File: config.mk
export PLATFORM = sky130hd
export DESIGN_NAME = cond_eval
export DESIGN_NICKNAME = d
export VERILOG_FILES = /design/src/rtl/cond_unit_pkg.sv /design/src/rtl/cond_eval.sv
export SDC_FILE = /design/constraint.sdc
export NUM_CORES = 1
export LEC_CHECK = 0
export BUFFER_PORTS_ARGS = -buffer_cell sky130_fd_sc_hd__buf_2
export CORE_AREA = 3 3 40 42
export DETAILED_ROUTE_END_ITERATION = 8
export DIE_AREA = 0 0 43 45
export SETUP_SLACK_MARGIN = 0.3
export SYNTH_ARGS = -nofsm -noshare
export SYNTH_HDL_FRONTEND = slang
export SYNTH_SLANG_ARGS = --single-unit
File: constraint.sdc
create_clock -name vclk -period 1.3
set_input_delay 0.13 -clock vclk [all_inputs]
set_output_delay 0.13 -clock vclk [all_outputs]
set_load 0.1 [all_outputs]
File: src/rtl/cond_unit_pkg.sv
// Shared definitions for the condition unit: ARM condition codes,
// NZCV flag bit positions and FlagWrite field bit positions.
package cond_unit_pkg;

    typedef enum logic [3:0] {
        COND_EQ = 4'h0,
        COND_NE = 4'h1,
        COND_CS = 4'h2,
        COND_CC = 4'h3,
        COND_MI = 4'h4,
        COND_PL = 4'h5,
        COND_VS = 4'h6,
        COND_VC = 4'h7,
        COND_HI = 4'h8,
        COND_LS = 4'h9,
        COND_GE = 4'hA,
        COND_LT = 4'hB,
        COND_GT = 4'hC,
        COND_LE = 4'hD,
        COND_AL = 4'hE,
        COND_NV = 4'hF
    } cond_e;

    localparam int FLAG_N = 3;
    localparam int FLAG_Z = 2;
    localparam int FLAG_C = 1;
    localparam int FLAG_V = 0;

    localparam int FW_NZ = 1;
    localparam int FW_CV = 0;

endpackage

File: src/rtl/cond_eval.sv
// Combinational ARM condition decode from the condition field and the
// architectural NZCV flags; also flags the reserved NV encoding.
module cond_eval
    import cond_unit_pkg::*;
(
    input  logic [3:0] i_cond,
    input  logic [3:0] i_flags,
    output logic       o_cond_ex,
    output logic       o_nv
);

    cond_e w_cond;
    logic  w_n, w_z, w_c, w_v;

    assign w_cond = cond_e'(i_cond);
    assign w_n    = i_flags[FLAG_N];
    assign w_z    = i_flags[FLAG_Z];
    assign w_c    = i_flags[FLAG_C];
    assign w_v    = i_flags[FLAG_V];
    assign o_nv   = (w_cond == COND_NV);

    always_comb begin
        // NOTE: default assigned first so no path through the case can infer a latch.
        o_cond_ex = 1'b0;
        case (w_cond)
            COND_EQ: o_cond_ex = w_z;
            COND_NE: o_cond_ex = ~w_z;
            COND_CS: o_cond_ex = w_c;
            COND_CC: o_cond_ex = ~w_c;
            COND_MI: o_cond_ex = w_n;
            COND_PL: o_cond_ex = ~w_n;
            COND_VS: o_cond_ex = w_v;
            COND_VC: o_cond_ex = ~w_v;
            COND_HI: o_cond_ex = w_c & ~w_z;
            COND_LS: o_cond_ex = ~w_c | w_z;
            COND_GE: o_cond_ex = (w_n == w_v);
            COND_LT: o_cond_ex = (w_n != w_v);
            COND_GT: o_cond_ex = ~w_z & (w_n == w_v);
            COND_LE: o_cond_ex = w_z | (w_n != w_v);
            COND_AL: o_cond_ex = 1'b1;
            COND_NV: o_cond_ex = 1'b0;
            default: o_cond_ex = 1'b0;
        endcase
    end

endmodule

==> run summary <==
The number of nets handed over by synthesis was 44. Pin placement for this block handled 10 I/O pins. Data on the critical path is required at its endpoint by 1.17 ns. The final-layout setup total negative slack came out at -0.3572 ns.

The internal power is 0.1092 mW. Sequential elements use 0% of the synthesized area. The routed length per placed instance is 11.67 um. For this run, the number of standard cells in the final layout without fillers is 72. The path type of the worst setup path is in2out. The count of nets left with antenna violations once routing finished came out at 0.

The total placed cells including tap cells came out at 70. The placement-stage worst setup slack is -0.3977 ns. The number of warning messages in the yosys log came out at 0. Overall power consumption after layout is estimated at 0.2199 mW.

Leaving out fill and tap cells, the most frequent cells in the layout are buf_4, buf_6, buf_2, a21oi_1. For the worst setup path, the data arrival time is 1.53 ns. The max-slew violation count came out at 0. The cell depth of the worst hold path came out at 4. The design has 0 sequential cells. The final-stage net count came out at 67. For this run, design rule violations remaining after detail routing come to 0.

The cell area after synthesis came out at 254.0 um2. The layout clock buffer count is 0. The final reports fail on setup timing. The final hold violation count came out at 0. Once layout is done, the placed cells without fillers occupy 511.7 um2.

The leftover overflow at the end of global routing is 0. The biggest fanout along the worst timing path is 2. The initial cell density of the core came out at 19.77%.

The leakage power figure is 0.2126 nW. The via count of the first global-routing pass is 351. Setup repair after global routing could not meet its margin everywhere.

The largest voltage drop on the vdd net is 0.3761 mV. The initial antenna violation count is 0. The net load switching power is 0.1107 mW. Global routing used 9.204% of the available tracks. The placed instances occupy a cell area of 440.4 um2. Once routing completed, OpenROAD measured the worst setup slack at -0.3572 ns. The overall die width came out at 43 um. The detailed-route wire length came out at 840 um. At the pin with the least slew margin, the transition time is 0.3395 ns.

The number of distinct standard cells referenced by the synthesized netlist is 27. The average cell area after synthesis is 7.055 um2. The startpoint identified for the worst hold timing path is i_cond[1]. STA classifies the critical path startpoint as an input pin. For this design the ratio of total power to cell area is 429.7 nW/um2. The kind of path behind the tightest hold check is in2out. The leading cell type in the layout, fill and taps excluded is buf_4. The switching share of power is 50.32%. The worst setup path is captured at a primary output. The final estimated routing congestion in global placement is 0.8492. The sequential standard cell area came out at 0 um2. Max-cap violations in this run came to 0.

The count of inserted antenna diode cells is 0. The worst path uses 127.5% of the clock period. Detailed placement finished with a half-perimeter wire length of 620 um. For this block, the initial DRC count from the detailed router was 6.

The logic gate share of total power is 100.0%. The critical path starts at i_cond[0]. The post-synthesis instance total is 36. The flow ran to the end, but the final reports show violations.

The setup-violating endpoint count in the final report is 1. The growth of design area from synthesis to finish is 101.5%. The post-route core utilization is 39.82%.

The area of the core region came out at 1285 um2. The maximum number of pins on one net before global-route repair came out at 9. The placement row count is 13. Cells with a size suffix above 1 make up 57.89% of the layout. The detailed-route via count came out at 368.

Dividing the detail-routed via count by the number of cells gives 5.111. The first detailed-routing pass took 4 iterations. The minimum clock period after layout is 1.657 ns. The sequential fraction of design power is 0%. The die height is 45 um. The floorplan step defined a die boundary enclosing 1935 um2. The global-route wire length before repair came out at 1.449 mm.

Based on the critical path, the design can be clocked at up to 0.6034 GHz. The tightest hold margin came out at 0.7282 ns. The share of power burned in the clock network is 0%. The relative max-transition margin is 77.16%. Input and output buffers added on the ports amount to 10.
worst paths after layout:
| check | to | slack [ns] |
|---|---|---|
| max | o_cond_ex | -0.36 |
| min | o_nv | 0.73 |
cell usage after synthesis, drive strengths merged:
cell type	instances	area, um2
buf	3	21.27
clkbuf	1	5.000
a21oi	3	15.01
nor3b	1	7.510
nor2	1	3.750
nor2b	1	6.260
or4b	2	23.77
o32a	1	10.01
or2b	1	7.510
nand3	1	5.000
inv	2	7.510
nand2	3	11.26
nor4	1	6.260
o21ai	3	18.76
a31oi	1	6.260
o311ai	1	8.760
a22oi	1	12.51
nor3	2	10.01
xor2	2	17.52
o22a	1	8.760
nand3b	1	7.510
nand4b	2	17.52
a41oi	1	16.27
area by class of cell:
type | instances | area, um2
Tap cell | 15 | 18.77
Inverter | 2 | 7.507
Fill cell | 141 | 773.2
Multi-Input combinational cell | 30 | 247.7
Timing Repair Buffer | 25 | 237.7
critical path, cell delays in order:
cell and delay (ns):
buf_6 0.09, or4b_1 0.51, a31oi_1 0.17, o21ai_2 0.09
a41oi_2 0.20, o22a_4 0.17, buf_12 0.16
power groups by stage:
stage | clock network (mW) | registers [mW] | logic [mW]
3_3_place_gp | 0 | 0 | 0.194
3_5_place_dp | 0 | 0 | 0.195
2_1_floorplan | 0 | 0 | 0.117
4_1_cts | 0 | 0 | 0.217
6_report | 0 | 0 | 0.220
5_1_grt | 0 | 0 | 0.233
cells by family after synthesis:
kind of cell    count (synthesis)  synth area share (%)
compound gates                 12                 37.93
buf+inv                         6                 13.30
xor+xnor                        2                 6.898
simple gates                   16                 41.88
layer usage:
metal,vias to the layer above,GRT usage [%],wire (um)
li1,180,-,-
met1,179,11.67,367
met2,9,18.56,442
met3,0,0,30
met4,0,0,0
met5,-,0,0
repair_timing:
action,CTS,global route
endpoints found under the hold margin,0,0
setup buffers,2,0
hold buffers,0,0
endpoints found under the setup margin,2,2
pin swaps,2,1
gates resized for setup,13,2
(Power assumes the default switching activity.)
